[config.mk]
export PLATFORM = sky130hd
export DESIGN_NAME = prog_load_ctrl
export DESIGN_NICKNAME = d
export VERILOG_FILES = /design/src/rtl/prog_load_ctrl_pkg.sv /design/src/rtl/prog_load_ctrl_line_packer.sv /design/src/rtl/prog_load_ctrl.sv
export SDC_FILE = /design/constraint.sdc
export NUM_CORES = 1
export LEC_CHECK = 0
export ABC_CLOCK_PERIOD_IN_PS = 3800
export CAP_MARGIN = 20
export CORE_MARGIN = 3
export CORE_UTILIZATION = 55
export DETAILED_ROUTE_END_ITERATION = 8
export PLACE_DENSITY = 0.8
export SETUP_SLACK_MARGIN = 0.4
export SLEW_MARGIN = 10
export SYNTH_ARGS = -nofsm -noshare
export SYNTH_HDL_FRONTEND = slang
export SYNTH_SLANG_ARGS = --single-unit
[constraint.sdc]
create_clock -name clk -period 3.8 [get_ports clk]
set_input_delay 0.76 -clock clk [delete_from_list [all_inputs] [get_ports clk]]
set_output_delay 0.76 -clock clk [all_outputs]
set_load 0.005 [all_outputs]
[src/rtl/prog_load_ctrl_pkg.sv]
// Shared definitions for the streaming program loader.
//   st_e        : loader FSM states
//   NOP_DEFAULT : default pad word for partial imem lines (addi x0,x0,0)
//   HOLD_W      : width of the post-load reset-hold counter
//   lane_w()    : lane-index width for a given FETCH_WIDTH (min 1 bit)
package prog_load_ctrl_pkg;

  typedef enum logic [3:0] {
    S_IDLE,     // one cycle after reset so in_ready comes up registered
    S_HDR_I,
    S_HDR_D,
    S_INSN,
    S_PAD,
    S_DATA,
    S_RELEASE,
    S_RUN,
    S_ERR
  } st_e;

  localparam logic [31:0] NOP_DEFAULT = 32'h0000_0013;
  localparam int          HOLD_W      = 4;

  function automatic int lane_w(input int fw);
    return (fw > 1) ? $clog2(fw) : 1;
  endfunction

endpackage

[src/rtl/prog_load_ctrl_line_packer.sv]
// Packs a stream of instruction words into FETCH_WIDTH-wide imem lines.
//   push      : accept data into the current lane
//   last      : this push is the final instruction; pad the rest with NOP_WORD
//   data      : instruction word
//   lane_last : current lane is FETCH_WIDTH-1 (combinational)
//   fire      : this push completes a line (combinational)
//   line_we   : registered single-cycle write strobe, one cycle after fire
//   line_data : registered packed line, lane 0 in the LSBs
module prog_load_ctrl_line_packer
  import prog_load_ctrl_pkg::*;
#(
  parameter int                  FETCH_WIDTH = 4,
  parameter int                  INSN_LEN    = 32,
  parameter logic [INSN_LEN-1:0] NOP_WORD    = INSN_LEN'(NOP_DEFAULT)
) (
  input  logic                                 clk,
  input  logic                                 reset,
  input  logic                                 push,
  input  logic                                 last,
  input  logic [INSN_LEN-1:0]                  data,
  output logic                                 lane_last,
  output logic                                 fire,
  output logic                                 line_we,
  output logic [FETCH_WIDTH-1:0][INSN_LEN-1:0] line_data
);

  localparam int LW = lane_w(FETCH_WIDTH);

  logic [LW-1:0]                        lane;
  logic [FETCH_WIDTH-1:0][INSN_LEN-1:0] lbuf;
  logic [FETCH_WIDTH-1:0][INSN_LEN-1:0] line_nxt;

  assign lane_last = (lane == LW'(FETCH_WIDTH - 1));
  assign fire      = push & (lane_last | last);

  // Line as it would look if written now: earlier lanes from the buffer,
  // the current lane from the incoming word, later lanes padded with NOPs.
  // On a full line the pad branch is never selected.
  for (genvar i = 0; i < FETCH_WIDTH; i++) begin : g_lane
    assign line_nxt[i] = (LW'(i) <  lane) ? lbuf[i] :
                         (LW'(i) == lane) ? data    : NOP_WORD;
  end

  always_ff @(posedge clk) begin
    if (push) lbuf[lane] <= data;
  end

  always_ff @(posedge clk) begin
    if (reset) begin
      lane      <= '0;
      line_we   <= 1'b0;
      line_data <= '0;
    end else begin
      line_we <= fire;
      if (push) begin
        lane <= fire ? '0 : lane + LW'(1);
        if (fire) line_data <= line_nxt;
      end
    end
  end

endmodule

[src/rtl/prog_load_ctrl.sv]
// Streaming program loader: header (N_I, N_D), N_I instructions packed into
// imem lines, N_D data words into dmem, then releases the core reset after
// RST_HOLD cycles. Header overflow parks the block in ERR until reload/reset.
//   clk, reset            : clock, synchronous active-high reset
//   reload                : restart request, honoured in RUN/ERR only
//   in_valid/in_data/in_ready : word stream handshake
//   imem_we/addr/wdata    : imem line write port (lane 0 in LSBs)
//   dmem_we/addr/wdata    : dmem word write port (byte address)
//   loading               : loader owns the memory ports
//   core_reset            : pipeline reset
//   done / err            : in RUN / sticky header overflow
module prog_load_ctrl
  import prog_load_ctrl_pkg::*;
#(
  parameter int                  INSN_LEN    = 32,
  parameter int                  FETCH_WIDTH = 4,
  parameter int                  IMEM_ADDR_W = 9,
  parameter int                  DMEM_ADDR_W = 32,
  parameter longint unsigned     DMEM_BASE   = 0,
  parameter int                  RST_HOLD    = 2,
  parameter logic [INSN_LEN-1:0] NOP_WORD    = INSN_LEN'(NOP_DEFAULT)
) (
  input  logic                            clk,
  input  logic                            reset,
  input  logic                            reload,
  input  logic                            in_valid,
  input  logic [INSN_LEN-1:0]             in_data,
  output logic                            in_ready,
  output logic                            imem_we,
  output logic [IMEM_ADDR_W-1:0]          imem_addr,
  output logic [FETCH_WIDTH*INSN_LEN-1:0] imem_wdata,
  output logic                            dmem_we,
  output logic [DMEM_ADDR_W-1:0]          dmem_addr,
  output logic [INSN_LEN-1:0]             dmem_wdata,
  output logic                            loading,
  output logic                            core_reset,
  output logic                            done,
  output logic                            err
);

  localparam longint unsigned MAX_NI = longint'(FETCH_WIDTH) << IMEM_ADDR_W;
  localparam int              IC_W   = $clog2(MAX_NI) + 1;
  localparam logic [63:0]     DSPAN  = 64'd1 << DMEM_ADDR_W;

  st_e st, st_nxt;

  logic [INSN_LEN-1:0]    n_i;
  logic [IC_W-1:0]        rem_i;
  logic [INSN_LEN-1:0]    rem_d;
  logic [IMEM_ADDR_W-1:0] line_idx;
  logic [DMEM_ADDR_W-1:0] d_ptr;
  logic [HOLD_W-1:0]      hold_cnt;

  logic        xfer, push, last_i, hdr_bad;
  logic        pk_lane_last, pk_fire;
  logic [63:0] nd_end;
  logic [FETCH_WIDTH-1:0][INSN_LEN-1:0] pk_line;

  assign xfer   = in_valid & in_ready;
  assign push   = xfer & (st == S_INSN);
  assign last_i = (rem_i == IC_W'(1));

  // Header check in 64 bits so a huge N_D cannot wrap past the span.
  assign nd_end  = (64'(in_data) << 2) + 64'(DMEM_BASE);
  assign hdr_bad = (64'(n_i) > 64'(MAX_NI)) | (nd_end > DSPAN);

  prog_load_ctrl_line_packer #(
    .FETCH_WIDTH (FETCH_WIDTH),
    .INSN_LEN    (INSN_LEN),
    .NOP_WORD    (NOP_WORD)
  ) u_packer (
    .clk       (clk),
    .reset     (reset),
    .push      (push),
    .last      (last_i),
    .data      (in_data),
    .lane_last (pk_lane_last),
    .fire      (pk_fire),
    .line_we   (imem_we),
    .line_data (pk_line)
  );

  assign imem_wdata = pk_line;

  always_ff @(posedge clk) begin
    if (reset) st <= S_IDLE;
    else       st <= st_nxt;
  end

  always_comb begin
    st_nxt = st;
    case (st)
      S_IDLE:  st_nxt = S_HDR_I;
      S_HDR_I: if (xfer) st_nxt = S_HDR_D;
      S_HDR_D: if (xfer) begin
        if (hdr_bad)              st_nxt = S_ERR;
        else if (n_i != '0)       st_nxt = S_INSN;
        else if (in_data != '0)   st_nxt = S_DATA;
        else                      st_nxt = S_RELEASE;
      end
      S_INSN: if (xfer && last_i) begin
        if (!pk_lane_last)        st_nxt = S_PAD;
        else if (rem_d != '0)     st_nxt = S_DATA;
        else                      st_nxt = S_RELEASE;
      end
      // Padding already happened on the final push; this cycle only
      // carries the imem write with in_ready low.
      S_PAD:     st_nxt = (rem_d != '0) ? S_DATA : S_RELEASE;
      S_DATA:    if (xfer && rem_d == INSN_LEN'(1)) st_nxt = S_RELEASE;
      S_RELEASE: if (hold_cnt == HOLD_W'(RST_HOLD - 1)) st_nxt = S_RUN;
      S_RUN,
      S_ERR:     if (reload) st_nxt = S_HDR_I;
      default:   st_nxt = S_IDLE;
    endcase
  end

  // Status outputs are registered from the next state so they line up
  // exactly with the state they describe.
  always_ff @(posedge clk) begin
    if (reset) begin
      in_ready   <= 1'b0;
      loading    <= 1'b1;
      core_reset <= 1'b1;
      done       <= 1'b0;
      err        <= 1'b0;
    end else begin
      in_ready   <= st_nxt inside {S_HDR_I, S_HDR_D, S_INSN, S_DATA};
      loading    <= !(st_nxt inside {S_RELEASE, S_RUN});
      core_reset <= (st_nxt != S_RUN);
      done       <= (st_nxt == S_RUN);
      err        <= (st_nxt == S_ERR);
    end
  end

  always_ff @(posedge clk) begin
    if (reset) begin
      imem_addr  <= '0;
      dmem_we    <= 1'b0;
      dmem_addr  <= '0;
      dmem_wdata <= '0;
      n_i        <= '0;
      rem_i      <= '0;
      rem_d      <= '0;
      line_idx   <= '0;
      d_ptr      <= DMEM_ADDR_W'(DMEM_BASE);
      hold_cnt   <= '0;
    end else begin
      dmem_we <= 1'b0;
      case (st)
        // Every load (first or after reload) passes through HDR_I, so
        // the per-load counters are cleared here.
        S_HDR_I: begin
          line_idx <= '0;
          d_ptr    <= DMEM_ADDR_W'(DMEM_BASE);
          hold_cnt <= '0;
          if (xfer) n_i <= in_data;
        end
        S_HDR_D: if (xfer) begin
          rem_i <= IC_W'(n_i);
          rem_d <= in_data;
        end
        S_INSN: if (xfer) begin
          rem_i <= rem_i - IC_W'(1);
          if (pk_fire) begin
            imem_addr <= line_idx;
            line_idx  <= line_idx + IMEM_ADDR_W'(1);
          end
        end
        S_DATA: if (xfer) begin
          dmem_we    <= 1'b1;
          dmem_addr  <= d_ptr;
          dmem_wdata <= in_data;
          d_ptr      <= d_ptr + DMEM_ADDR_W'(4);
          rem_d      <= rem_d - INSN_LEN'(1);
        end
        S_RELEASE: hold_cnt <= hold_cnt + HOLD_W'(1);
        default: ;
      endcase
    end
  end

endmodule

# Yosys cells after proc, flatten, opt, wreduce, memory -nomap -nowiden
# Cells that the tools add are included.
word_totals:
  inputBits: 36
  elab_cells: 136
  reg_bits: 463
  out_inout_bits: 208
classes:
  n_lt_le_gt_ge: 8
  bitwise: 6
  n_addsub: 6
  mux: 37
  n_reduce_logical: 26
  eq_ne: 27
ops:
  columns: ["cell", "count"]
  rows:
  - ["two-way mux 32 bit", 12]
  - ["bitwise mux 128 bit", 1]
  - ["case mux 32 bit (2 select lines)", 2]
  - ["nonzero test 32 bit", 3]
  - ["demux 32 bit (select 2 bit)", 1]
  - ["> comparator 34 x 33 -> 1 bit, second input constant", 1]
  - ["adder 32 x 3 -> 32 bit, second input constant", 1]
  - ["equality test 32 x 1 -> 1 bit, second input constant", 1]
  - ["> comparator 32 x 12 -> 1 bit, second input constant", 1]
  - ["case mux 4 bit (8 select lines)", 1]
  - ["subtractor 32 x 1 -> 32 bit, second input constant", 1]
  - ["equality test 4 x 3 -> 1 bit, second input constant", 7]
  - ["two-way mux 4 bit", 7]
  - ["two-way mux 12 bit", 2]
  - ["case mux 12 bit (2 select lines)", 1]
  - ["two-way mux 9 bit", 2]
  - ["case mux 9 bit (2 select lines)", 1]
  - ["equality test 4 x 2 -> 1 bit, second input constant", 4]
  - ["equality test 12 x 1 -> 1 bit, second input constant", 1]
  - ["equality test 4 x 1 -> 1 bit, second input constant", 3]
  - ["AND reduction 3 bit", 4]
  - ["nonzero test 2 bit", 6]
  - ["subtractor 12 x 1 -> 12 bit, second input constant", 1]
  - ["adder 9 x 1 -> 9 bit, second input constant", 1]
  - ["other kinds (27)", 45]

# Depth between registers and ports, before layout
logic_depth:
  depth_word: 9
  mapped_depth: 9
  ltp_nobuf: 9

# Cells and area by module
# A second synthesis with hierarchy kept.
unflattened:
  cells_unflattened: 1883
  hier_area_um2: 17550.6
by_module_without_submodules:
  columns: ["module", "seq_area_each_um2", "area_per_inst_um2", "instances", "cells_each"]
  rows:
  - ["prog_load_ctrl", 4003.8, 8856.0, 1, 1169]
  - ["prog_load_ctrl_line_packer", 5505.3, 8694.6, 1, 714]

# Worst setup path before layout
# No wires, ideal clock.
synth_path:
  kind: "flip-flop to flip-flop"
  startpoint: "reg u_packer.lane[1] (netlist name)"
  endpoint: "reg u_packer.lbuf[0] in the netlist's numbering (enable)"
  slack_ns: 0.832
  synth_period_minus_slack_ns: 2.968
  setup_time_ns: 0.392
  required_time_ns: 3.408
  stages_incl_launch_ff: 7
  t_arrival_ns: 2.576
  path_buffers: 3
  path_cell_list: "dfxtp_1 inv_1 clkbuf_1 ha_1 clkbuf_1 clkbuf_1 and3_1"
synth_rtl:
  columns: ["item", "line_no", "rtl"]
  rows:
  - ["to (signal, indexed assignment)", "prog_load_ctrl_line_packer.sv:45", "if (push) lbuf[lane] <= data;"]
  - ["to (decl)", "prog_load_ctrl_line_packer.sv:30", "logic [FETCH_WIDTH-1:0][INSN_LEN-1:0] lbuf;"]

# Worst setup path after layout
layout_path:
  startpoint: "reg st[0]"
  endpoint: "reg u_packer.line_data[74] in the netlist's numbering"
layout_via:
  elab_chain_len: 4
layout_lines:
  columns: ["item", "line_no", "rtl"]
  rows:
  - ["from (decl)", "prog_load_ctrl.sv:45", "st_e st, st_nxt;"]
  - ["from (signal assigned)", "prog_load_ctrl.sv:87", "else st <= st_nxt;"]
  - ["equality test 4 x 2 -> 1 bit (*)", "prog_load_ctrl.sv:60", "assign push = xfer & (st == S_INSN);"]
  - ["AND 1 bit (*)", "prog_load_ctrl.sv:60", null]
  - ["AND 1 bit", "prog_load_ctrl_line_packer.sv:34", "assign fire = push & (lane_last | last);"]
  - ["AND reduction 2 bit (no line) (*)", null, null]
  - ["to (signal assigned)", "prog_load_ctrl_line_packer.sv:57", "if (fire) line_data <= line_nxt;"]
  - ["to (decl)", "prog_load_ctrl_line_packer.sv:24", "output logic [FETCH_WIDTH-1:0][INSN_LEN-1:0] line_data"]
# Mark *: on every way between the ends. The rest lies on a longest branch, timed or not.
# A chain may end at the register's enable or synchronous reset.

==> flow_summary.ini <==
[outcome]
status = finished clean

[cts]
clock_sinks = 427
h-tree-depth = 2
clock_latency_ns = 0.55
cts_hold_buf = 0
cts.clk_slew.worst_paths_ns = 0.06
tritoncts = done
cts_buffer_depth = 3
cts_made_buffers = 44
postCtsSetupBuffers = 0
clockRootBuffer = clkbuf_16
ctsResizeCount = 0

[run]
cap_violations = 0

[detailed_routing]
num_vias = 15201
vias_per_cell = 5.92
wirelength_um = 48900
drt_pass1_iterations = 5
post_drt_wl_per_cell_um = 19.1
drt_iter0_markers = 1848
drc = 0
postRouteAntennaNets = 0

[power]
powerDensity_nw_per_um2 = 444
switching_share_pct = 22.5
power_frac_comb_pct = 6.1
clkPwrFrac_pct = 45.1
internal_power_mw = 7.48
p_leak_nw = 7.62
vdd_drop_max_uv = 315
power_frac_seq_pct = 48.8
power_switching_mw = 2.17

[synthesis]
netlist_instances = 1953
synth_edf_count = 96
syn_area_um2 = 17400
synth-seq-cells = 427
synthFlopType = dfxtp_1
ys_types = 74
synth.yosys.warnings = 0
async_flop_share_pct = 0
syn_area_per_cell_um2 = 8.92
ys_seq_area_share_pct = 54.6

[worst_hold_path]
hold_end = dmem_addr[25]$_SDFFE_PP0P_
min_path_type = reg -> reg
worstHoldPathCells = 2
hp-start = dmem_addr[25]$_SDFFE_PP0P_

[finish]
syn_to_final_growth_pct = 24.7
design_area_um2 = 21700
seqCellArea_um2 = 9510
utilization_pct = 70.3
multi_input_area_um2 = 7230
drive_gt1_share_pct = 7.59
nets = 2188
n_fill_cell = 2267
antenna_cells = 0

[die]
ios = 244
coreArea_um2 = 30900
die-area_um2 = 33900
die_w_um = 184
start_util_pct = 56.4
core.rowCount = 64
die_h_um = 184

[critical_path]
cp_max_fo = 155
crit_path_end_kind = flip-flop
critPathArrivalTime_ns = 3.56
startpoint_type = flip-flop
rrSetupSlack_ns = 0.67
crit_required_ns = 4.24
worstSetupPathType = reg -> reg
ff2ff_path_depth = 6
rr_endpoint = u_packer.line_data[74]$_SDFFE_PP0P_
reg2reg_from = st[0]$_SDFF_PP0_

[placement]
dpl.hpwl_um = 31700
gp_congestion = 0.878
place_ws_ns = 0.281
io_buffers = 241
place_area_um2 = 20300

[global_routing]
antenna_found_initial = 0
grt_pass1_vias = 14483
grt-ovfl-total = 0
grt_util_all_layers_pct = 27.9
grt_pass1_wl_um = 76800
grt_max_degree = 156

[timing]
rsz0062_at_grt = no
hold_viol_final = 0
tightestPinTransition_ns = 0.931
whs_ns = 0.451
setup_viol = 0
timing.final.crit_share_pct = 82.3
skew_ns = 0.0224
slew_headroom_pct = 37.5
drv_slew = 0
period_minus_slack_ns = 3.13
fin_tns_setup_ns = 0
fmax_mhz = 320
fin_ws_ns = 0.673
==> worst max-delay path by stage <==
stage	from	end	slack, ns	depth (start not counted)
2_1_floorplan	u_packer.lane[1]$_SDFFE_PP0P_	u_packer.lbuf[0]$_DFFE_PP_	0.83	6
3_3_place_gp	in_data[10]	in_ready$_SDFF_PP0_	0.33	9
3_5_place_dp	in_data[10]	in_ready$_SDFF_PP0_	0.28	9
4_1_cts	st[0]$_SDFF_PP0_	line_idx[2]$_SDFFE_PP0P_	0.76	7
5_1_grt	st[0]$_SDFF_PP0_	d_ptr[31]$_SDFFE_PP0P_	0.47	7
6_report	st[0]$_SDFF_PP0_	u_packer.line_data[74]$_SDFFE_PP0P_	0.67	6
==> per-stage QoR <==
stage	cells	power, mW
final	2569	9.65
after global routing	2569	9.92
after CTS	2569	9.69
after detailed placement	2489	5.38
after global placement	2489	5.37
after floorplan	1954	5.16
==> critical path, cell delays in order, from the launching register on <==
cell and delay [ns]:
dfxtp_1 0.79, and4bb_2 0.59, nand2_1 0.30, a21oi_4 0.34
buf_12 0.49, nor2_1 0.11, a211oi_1 0.26
==> synthesized netlist by cell type, drive strengths merged (22+ instances only) <==
| cell type | number | share of area (%) |
|---|---|---|
| nor4 | 29 | 1.3 |
| a21oi | 232 | 6.7 |
| a211oi | 101 | 4.4 |
| xor2 | 22 | 1.1 |
| edfxtp | 96 | 17 |
| a22oi | 39 | 1.7 |
| o21ai | 41 | 1.2 |
| nor3 | 26 | 0.83 |
| nor2 | 298 | 6.4 |
| and3 | 40 | 1.4 |
| clkbuf | 146 | 3.1 |
| mux2i | 33 | 1.9 |
| nand3 | 29 | 0.83 |
| dfxtp | 331 | 38 |
| inv | 23 | 0.50 |
| nand2 | 299 | 6.4 |
==> flip-flops by register name, indices dropped and copies added, names as in the netlist, 12 cells and up <==
| signal | flops |
|---|---|
| u_packer.lbuf | 96 |
| dmem_addr | 30 |
| dmem_wdata | 32 |
| n_i | 32 |
| u_packer.line_data | 128 |
| d_ptr | 30 |
| rem_d | 32 |
| rem_i | 12 |
==> area by class of cell <==
| cell class | count | area share [%] |
|---|---|---|
| Clock buffer | 67 | 6.07 |
| Multi-Input combinational cell | 1337 | 33.2 |
| Sequential cell | 427 | 43.7 |
| Tap cell | 396 | 2.28 |
| Timing Repair Buffer | 306 | 13.5 |
| Inverter | 23 | 0.397 |
| Clock inverter | 13 | 0.720 |
==> power groups by stage <==
stage / combinational [mW] / sequential (mW) / clock (mW)
global placement: 0.566 / 4.80 / 0
CTS: 0.582 / 4.71 / 4.40
floorplan: 0.369 / 4.79 / 0
finish: 0.593 / 4.71 / 4.35
detailed placement: 0.580 / 4.80 / 0
global route: 0.640 / 4.71 / 4.58
==> cells in the final DEF (no fill, tap or decap), types with 3 or more instances in the layout <==
cell type | netlist | layout
a211oi_1 | 101 | 101
a21o_1 | 3 | 3
a21oi_1 | 231 | 231
a22oi_1 | 39 | 39
a311oi_1 | 5 | 5
a31oi_1 | 6 | 6
a41oi_1 | 5 | 5
and2_1 | 4 | 4
and3_1 | 40 | 38
buf_12 | 0 | 3
buf_4 | 2 | 62
bufinv_16 | 0 | 3
clkbuf_1 | 146 | 12
clkbuf_16 | 0 | 46
clkbuf_8 | 0 | 9
clkdlybuf4s50_1 | 0 | 240
clkinv_2 | 0 | 7
dfxtp_1 | 331 | 331
edfxtp_1 | 96 | 96
ha_1 | 13 | 11
inv_1 | 22 | 22
mux2i_1 | 33 | 33
nand2_1 | 299 | 297
nand2b_1 | 6 | 6
nand3_1 | 29 | 29
nand4_1 | 9 | 9
nor2_1 | 298 | 295
nor2b_1 | 5 | 5
nor3_1 | 23 | 23
nor4_1 | 24 | 24
nor4_2 | 4 | 4
o21a_1 | 4 | 4
o21ai_0 | 38 | 38
o21ai_1 | 3 | 3
o22ai_1 | 12 | 12
o32ai_1 | 6 | 6
or3_1 | 12 | 12
or4_4 | 3 | 3
xnor2_1 | 12 | 12
xor2_1 | 22 | 22
==> cell families (layout without fill, tap and decap cells) <==
logic type	count (synthesis)	in the layout	share of synthesized area [%]
compound gates	479	479	17.1
xor+xnor	34	34	1.71
fa+ha+maj	13	13	0.933
buf+inv	190	409	4.21
flops	427	427	54.6
mux	33	33	1.90
other cells	1	2	0.0215
simple gates	776	776	19.6
==> per-layer routing <==
layer | routed length [um] | track usage [%] | vias up
met5 | 0 | 0 | -
met4 | 1390 | 8.53 | 0
met3 | 4010 | 4.16 | 103
met2 | 23300 | 46.5 | 654
met1 | 20300 | 37.8 | 7238
li1 | - | - | 7206
Power figures use the tool's default switching activity.
